[src/rtl/uart_rx_fifo.sv]
// ---------------------------------------------------------------------------
// uart_rx_fifo
//
// Receive-side byte buffer placed between the UART receiver and the
// instrument-bus logic. Bytes arrive over a valid/ack handshake and go into a
// first-word-fall-through FIFO. Line terminators held in the FIFO are counted
// so the command parser can wait for a complete line before it reads.
//
// When the FIFO is full the ack is withheld. That stalls the receiver, which
// keeps RTS deasserted and so applies hardware flow control. No byte is ever
// dropped because of a full FIFO.
//
// Parameters
//   DEPTH  number of FIFO entries (power of two, >= 2)
//   TERM   byte value counted as a line terminator
//
// Ports
//   clk         system clock
//   rst_n       synchronous active-low reset, sampled on rising clk
//   in_data     byte from the receiver
//   in_valid    receiver byte valid; held until acked and may linger one
//               cycle after the ack is seen
//   in_ack_n    registered active-low ack to the receiver
//   flush       synchronous FIFO clear
//   rd_en       pop the head entry
//   rd_data     head entry (FWFT); 8'h00 while empty
//   empty       level == 0
//   full        level == DEPTH
//   level       number of entries stored
//   line_count  number of TERM bytes stored
//   line_avail  line_count != 0
// ---------------------------------------------------------------------------
module uart_rx_fifo #(
    parameter int          DEPTH = 16,
    parameter logic [7:0]  TERM  = 8'h0A
) (
    input  logic                       clk,
    input  logic                       rst_n,
    input  logic [7:0]                 in_data,
    input  logic                       in_valid,
    output logic                       in_ack_n,
    input  logic                       flush,
    input  logic                       rd_en,
    output logic [7:0]                 rd_data,
    output logic                       empty,
    output logic                       full,
    output logic [$clog2(DEPTH):0]     level,
    output logic [$clog2(DEPTH):0]     line_count,
    output logic                       line_avail
);

    localparam int AW = $clog2(DEPTH);
    localparam int LW = AW + 1;

    typedef enum logic {
        ST_IDLE = 1'b0,
        ST_ACK  = 1'b1
    } state_t;

    // ---------------------------------------------------------------------
    // State
    // ---------------------------------------------------------------------
    state_t          r_state;
    logic            r_ack_n;
    logic [7:0]      r_mem [DEPTH];
    logic [AW-1:0]   r_wr_ptr;
    logic [AW-1:0]   r_rd_ptr;
    logic [LW-1:0]   r_level;
    logic [LW-1:0]   r_line_count;

    // ---------------------------------------------------------------------
    // Decoded status and the write/pop qualifiers
    // ---------------------------------------------------------------------
    logic            w_empty;
    logic            w_full;
    logic            w_wr_en;
    logic            w_rd_en;
    logic            w_wr_term;
    logic            w_rd_term;
    logic [7:0]      w_head;

    assign w_empty = (r_level == '0);
    assign w_full  = (r_level == LW'(DEPTH));
    assign w_head  = r_mem[r_rd_ptr];

    // A byte is taken only on the IDLE->ACK transition. The full check uses
    // the level before any pop in the same cycle, so a full FIFO accepts the
    // byte one cycle after space is freed.
    assign w_wr_en = (r_state == ST_IDLE) && in_valid && !w_full;
    // A pop on an empty FIFO is ignored.
    assign w_rd_en = rd_en && !w_empty;

    assign w_wr_term = w_wr_en && (in_data == TERM);
    assign w_rd_term = w_rd_en && (w_head == TERM);

    // ---------------------------------------------------------------------
    // Input handshake FSM. The ack is registered, so there is no
    // combinational path from in_valid to in_ack_n. The ACK state ignores
    // the lingering in_valid, which gives exactly one write per byte.
    // flush does not touch the handshake.
    // ---------------------------------------------------------------------
    always_ff @(posedge clk) begin
        // NOTE: sequential state is always assigned with <=, so every flop
        // samples the values from before the edge.
        if (!rst_n) begin
            r_state <= ST_IDLE;
            r_ack_n <= 1'b1;
        end else begin
            case (r_state)
                ST_IDLE: begin
                    if (in_valid && !w_full) begin
                        r_state <= ST_ACK;
                        r_ack_n <= 1'b0;
                    end
                end
                ST_ACK: begin
                    if (!in_valid) begin
                        r_state <= ST_IDLE;
                        r_ack_n <= 1'b1;
                    end
                end
                default: begin
                    r_state <= ST_IDLE;
                    r_ack_n <= 1'b1;
                end
            endcase
        end
    end

    // ---------------------------------------------------------------------
    // Storage array
    // ---------------------------------------------------------------------
    // NOTE: the array has no reset. Empty/level gate every read, so stale
    // contents are never visible, and a reset-free array maps onto RAM.
    always_ff @(posedge clk) begin
        if (w_wr_en) begin
            r_mem[r_wr_ptr] <= in_data;
        end
    end

    // ---------------------------------------------------------------------
    // Pointers, level and terminator count. flush takes priority over any
    // write or pop in the same cycle. The pointers wrap naturally because
    // DEPTH is a power of two.
    // ---------------------------------------------------------------------
    always_ff @(posedge clk) begin
        if (!rst_n || flush) begin
            r_wr_ptr     <= '0;
            r_rd_ptr     <= '0;
            r_level      <= '0;
            r_line_count <= '0;
        end else begin
            if (w_wr_en) begin
                r_wr_ptr <= r_wr_ptr + AW'(1);
            end
            if (w_rd_en) begin
                r_rd_ptr <= r_rd_ptr + AW'(1);
            end

            case ({w_wr_en, w_rd_en})
                2'b10:   r_level <= r_level + LW'(1);
                2'b01:   r_level <= r_level - LW'(1);
                default: r_level <= r_level;
            endcase

            case ({w_wr_term, w_rd_term})
                2'b10:   r_line_count <= r_line_count + LW'(1);
                2'b01:   r_line_count <= r_line_count - LW'(1);
                default: r_line_count <= r_line_count;
            endcase
        end
    end

    // ---------------------------------------------------------------------
    // Outputs, all registered or decoded from registered state
    // ---------------------------------------------------------------------
    assign in_ack_n   = r_ack_n;
    assign rd_data    = w_empty ? 8'h00 : w_head;
    assign empty      = w_empty;
    assign full       = w_full;
    assign level      = r_level;
    assign line_count = r_line_count;
    assign line_avail = (r_line_count != '0);

endmodule

[config.mk]
export PLATFORM = sky130hd
export DESIGN_NAME = uart_rx_fifo
export DESIGN_NICKNAME = d
export VERILOG_FILES = /design/src/rtl/uart_rx_fifo.sv
export SDC_FILE = /design/constraint.sdc
export NUM_CORES = 1
export LEC_CHECK = 0
export CORE_ASPECT_RATIO = 1.4
export CORE_MARGIN = 10
export CORE_UTILIZATION = 40
export CTS_BUF_LIST = sky130_fd_sc_hd__clkbuf_8
export CTS_CLUSTER_SIZE = 12
export DETAILED_ROUTE_END_ITERATION = 12
export PLACE_DENSITY_LB_ADDON = 0.15
export SETUP_SLACK_MARGIN = 0.05
export SYNTH_ARGS = -nofsm -noshare
export SYNTH_HDL_FRONTEND = slang
export SYNTH_SLANG_ARGS = --single-unit
export TNS_END_PERCENT = 10
[constraint.sdc]
create_clock -name clk -period 7.8 [get_ports clk]
set_clock_uncertainty 0.1 [all_clocks]
set_input_delay 1.17 -clock clk [delete_from_list [all_inputs] [get_ports clk]]
set_output_delay 1.17 -clock clk [all_outputs]
set_load 0.02 [all_outputs]
# Word level (Yosys, flattened, before mapping)

Memory sizes are Yosys's and may differ from the RTL's. A register that Yosys moved wholly into a read port is not among the register bits.
Index checks and enable logic that the tools add are counted.

Memories kept: 1
Word-level logic and storage cells: 51
Bits in read-only memories: 0
RAM bits: 128
Register bits after elaboration: 20
Latch bits: 0

Muxes and demuxes: 13
Equality and inequality tests: 9
Shift operators: 0
Add/sub/neg operators: 6
Reductions and logical operators: 15
Bitwise operators: 1
Order comparisons: 0
Div/mod/pow operators: 0
Multiply operators: 0

Memories:

| name  | words | width | read ports | clocked after memory_dff | wr ports | RTL line | RTL |
|---|---|---|---|---|---|---|---|
| r_mem | 16    | 8     | 1          | 1                        | 1        | 65       | `logic [7:0] r_mem [DEPTH];` |

Operator list:

| cell                | count |
|---|---|
| $pmux 5 s2          | 2 |
| $eq 8x4->1 const B  | 2 |
| $add 5x1->5 const B | 2 |
| $sub 5x1->5 const B | 2 |
| $add 4x1->4 const B | 2 |
| $mux 4              | 2 |
| $mux 8              | 1 |
| $logic_and 1x1->1   | 6 |
| $mux 1              | 6 |
| $eq 5x5->1 const B  | 1 |
| $logic_not 5->1     | 1 |
| $reduce_bool 5->1   | 1 |
| $eq 2x1->1 const B  | 2 |
| $eq 2x2->1 const B  | 2 |
| $pmux 1 s2          | 2 |
| $reduce_bool 2->1   | 2 |
| $logic_not 1->1     | 3 |
| $ne 2x1->1 const B  | 1 |
| $ne 2x2->1 const B  | 1 |
| $reduce_and 2->1    | 1 |
| $logic_or 1x1->1    | 1 |
| $not 1->1           | 1 |

# Depth between registers and ports, before layout

Word-level depth: 6
Depth in mapped cells: 15
Mapped depth without buffers: 13

# Least setup slack after synthesis

Ideal clock, no wire load.

Path kind: input to register
Start: in rd_en
End: reg r_line_count[4] (netlist: line_count[4])
Data required time: 7.629 ns
Data arrival time: 3.413 ns
Path buffers: 0
Stages on the path: 11
Slack: 4.217 ns
Cell sequence: a21boi_1 o211ai_1 nor3_2 ha_1 inv_1 fa_1 nor2b_1 o21ai_0 and3_1 or4_1 a21oi_1

Longest elaborated chain between the ends: 4
Elaborated cells between the ends (all ways): 6

RTL lines:

| item                                            | RTL line | RTL |
|---|---|---|
| start: declaration                              | 43       | `input logic rd_en,` |
| $logic_and 1x1->1 (*)                           | 91       | `assign w_rd_en = rd_en && !w_empty;` |
| $logic_and 1x1->1 (*)                           | 94       | `assign w_rd_term = w_rd_en && (w_head == TERM);` |
| $eq 2x1->1 or $eq 2x2->1 (tied branches)        | 166      | `case ({w_wr_term, w_rd_term})` |
| $pmux 5 s2 or $reduce_bool 2->1 (tied branches) | --       |  |
| end signal: assignment                          | 167      | `2'b10: r_line_count <= r_line_count + LW'(1);` |
| end signal: assignment                          | 168      | `2'b01: r_line_count <= r_line_count - LW'(1);` |
| end signal: assignment                          | 169      | `default: r_line_count <= r_line_count;` |
| end: declaration                                | 69       | `logic [LW-1:0] r_line_count;` |

Every way passes the cells marked *; elsewhere a longest branch is shown, timed or not.
A chain may end at the register's enable or synchronous reset.

==> metrics.txt <==
#FFs+latches synth=roughly 150; Endpoint, Worst Hold=line_count[4]; peak ir drop on the vdd network=0.09694 mV; CP endpoint kind=primary output; synth unique cells=41; met1 Track Usage GR=0.1539; latest clock arrival within the worst-skew pair=approximately 440 ps; Fillers=1321; Switching Share=0.2191; cts bufs inserted=17; Power per Cell Area=215.1 nW/um2; type of the worst min-delay path=flop to flop; antenna-violating nets left=0; Req. time, crit path=6530 ps; min-delay src=line_count[4]; DR WL/cell=21.15 um; outcome=finished, final reports clean; ANT cells=0; global router's overall resource usage=0.1285; DR iter-0 viols=about 270; final setup margin=between 3000 and 4000 ps; setup violators final=0; Worst R2R End=line_count[4]; Clk pwr share=0.368; syn_area_per_cell=16.59 um2; Area growth syn-to-layout=14.64%; Reg area=4325 um2; Max transition margin=0.3539; Mapped Cells=374; I/O Pins=35; starting density of the core=0.4104; FF-to-FF setup slack=3570 ps; gr ovfl total=0; final worst path period share=0.5434; vias in the first global route=3537; Psw=0.0003352 W; Routed WL=approximately 13 mm; CTS tree=built; Sink Count=between 150 and 200; Cell Chain, Critical Path=mux4_2, mux2i_1, mux2_2, nor2_1, clkdlybuf4s50_1; Resize count post-CTS=0; slew at the pin with the worst max-slew slack=963.9 ps; Max-Cap Viols=0; die area=20960 um2; Nets=roughly 440; Mapped Nets=~400; Die Ht=167.4 um; most crowded layer after global routing=met2; Setup CP Type=flop to primary output; post-CTS setup buffers=0; Vias/cell=roughly 5.4; initial antenna violation count=0; first-pass GRT wire length=20.73 mm; Final Critical Period=around 4200 ps; cell internal pwr=0.001195 W; hold buffers post-CTS=0; leak pwr=2.248 nW; Fmax achieved=between 200 and 250 MHz; multi-input combinational cell area=about 1800 um2; max-slew violations=0; RSZ-0062 raised after global routing=false; PortBufs=34; Flop pwr share=0.580; largest net degree at the start of global routing=30; RD Place Congestion=0.7935; root buf cell=clkbuf_8; combinational fraction of design power=0.052; HPWL after detailed placement=8.752 mm; GR Util met2=0.2178; floorplan core area=15120 um2; Post-Syn Area=6205 um2; Max Fanout on Critical Path=19; Worst-path clk slew=around 80 ps; endpoints failing hold=0; share of cells above drive strength 1=0.1690; CP Data Arrival Time=~3000 ps; setup TNS=0 ps; buffer depth of the longest clock path=2; Critical Path Max Stage Delay=950 ps; TritonRoute pass-1 iters=4; sequential-to-total area share from yosys stat=0.6969; DP Worst Slack=between 3000 and 4000 ps; R2R depth=14; H-Tree Depth=4; Hold Path Depth=2; drt drc=0; Die W=125.3 um; Row Count=53; CP Launch Type=flop; GR Layer Usage met3=0.03444; via count=3334; Worst path slowest cell=dfxtp_1; count of yosys warnings during synthesis=0
## power by group through the flow
stage	Combinational, W	Sequential [W]	Clock [W]
after CTS	0.0000808	0.000888	0.000579
after detailed placement	0.0000805	0.000906	0
final	0.0000790	0.000888	0.000563
after floorplan	0.0000405	0.000907	0
after global routing	0.0000871	0.000888	0.000617
after global placement	0.0000795	0.000906	0
## how the worst max path moves through the flow
stage | endpoint | from
2_1_floorplan | line_count[4] | rd_en
3_3_place_gp | line_count[4] | in_data[3]
3_5_place_dp | line_count[4] | rd_en
4_1_cts | rd_data[7] | flop
5_1_grt | line_count[4] | flop
6_report | rd_data[7] | flop
## cell usage in the layout, fill, tap and decap left out, drive strengths merged, types with 3 or more instances in the layout
master,n
nand2,13
clkinvlp,5
buf,3
o21ai,3
ha,13
edfxtp,128
mux4,32
nor4,3
clkinv,7
o22ai,7
clkbuf,17
clkdlybuf4s50,34
nor2b,6
dfxtp,24
xor2,6
and3,5
a22oi,4
xnor2,4
nor3,10
mux2i,5
nand2b,5
nor2,37
inv,15
nand3,6
a21oi,12
## cells by family after synthesis
kind of cell	share of synthesized area
buffers and inverters	0.02258
AND/OR/NAND/NOR	0.07260
flip-flops	0.6969
adder cells (fa/ha/maj)	0.03267
AO/OA/AOI/OAI	0.03509
multiplexers	0.1260
XOR/XNOR	0.01412
## layout make-up
| type | instances | share of cell area |
|---|---|---|
| Clock buffer | 17 | 0.03289 |
| Clock inverter | 15 | 0.01935 |
| Inverter | 14 | 0.007388 |
| Multi-Input combinational cell | 191 | 0.2475 |
| Sequential cell | 152 | 0.6081 |
| Tap cell | 192 | 0.03377 |
| Timing Repair Buffer | 37 | 0.05101 |
## stage by stage
stage / hold WS, ps / util / total power, W / cells / cell area (um2)
after detailed placement: 399.1 / 0.4459 / 0.0009869 / 586 / 6741
after global routing: 456.9 / 0.4705 / 0.001592 / 618 / 7113
after global placement: 409.6 / 0.4459 / 0.0009857 / 586 / 6741
after CTS: 414.4 / 0.4705 / 0.001547 / 618 / 7113
after floorplan: 384.7 / - / 0.0009476 / 374 / 6205
final: 415.9 / 0.4705 / 0.001530 / 618 / 7113
## sequential cells by signal (all words and copies together), names as in the netlist, named ones only
name        flops
line_count      5
level           5
r_state         1
in_ack_n        1
r_wr_ptr        4
r_mem         128
r_rd_ptr        4
## synth_stat cells
library cell  count  area [um2]
a21boi_1          1       7.510
nor4bb_1          1       10.01
dfxtp_1          24       480.5
inv_1            14       52.55
mux2i_1           5       50.05
or4_1             2       15.01
buf_6             2       22.52
nand3_1           6       30.03
o31ai_1           2       15.01
o22ai_1           7       43.79
nand4_1           2       12.51
nand4b_1          1       8.760
o211a_1           1       10.01
mux4_2           32       720.7
nand2b_1          5       31.28
edfxtp_1        128        3844
nor2b_1           6       37.54
fa_1              2       40.04
a211oi_1          1       7.510
a22oi_1           4       30.03
or2_2             1       6.260
mux2_2            1       11.26
buf_1             1       3.750
o211ai_1          1       7.510
and2_1            1       6.260
o21ai_0           3       15.01
nor3_1            9       45.04
ha_1             13       162.7
nor4_1            3       18.77
xnor2_1           4       35.03
and3_1            5       31.28
clkbuf_1          9       33.78
a31oi_1           1       6.260
nand2_1          13       48.80
buf_4             1       7.510
buf_2             4       20.02
a21o_1            2       15.01
a21oi_1          12       60.06
nor2_1           37       138.9
nor3_2            1       10.01
xor2_1            6       52.55
## worst max-delay path, delay by kind of cell (launching register included)
| kind | cells | cell delay [ps] |
|---|---|---|
| and+or+nand+nor | 1 | 60 |
| DFF | 1 | 950 |
| buffers and inverters | 1 | 560 |
| muxes | 3 | 960 |
## metal layers
metal | vias up | routed length (um)
li1 | 1520 | -
met1 | 1709 | 5342
met2 | 95 | 6768
met3 | 10 | 818
met4 | 0 | 140
met5 | - | 0
Note: power is estimated with default switching activity, not from simulation.
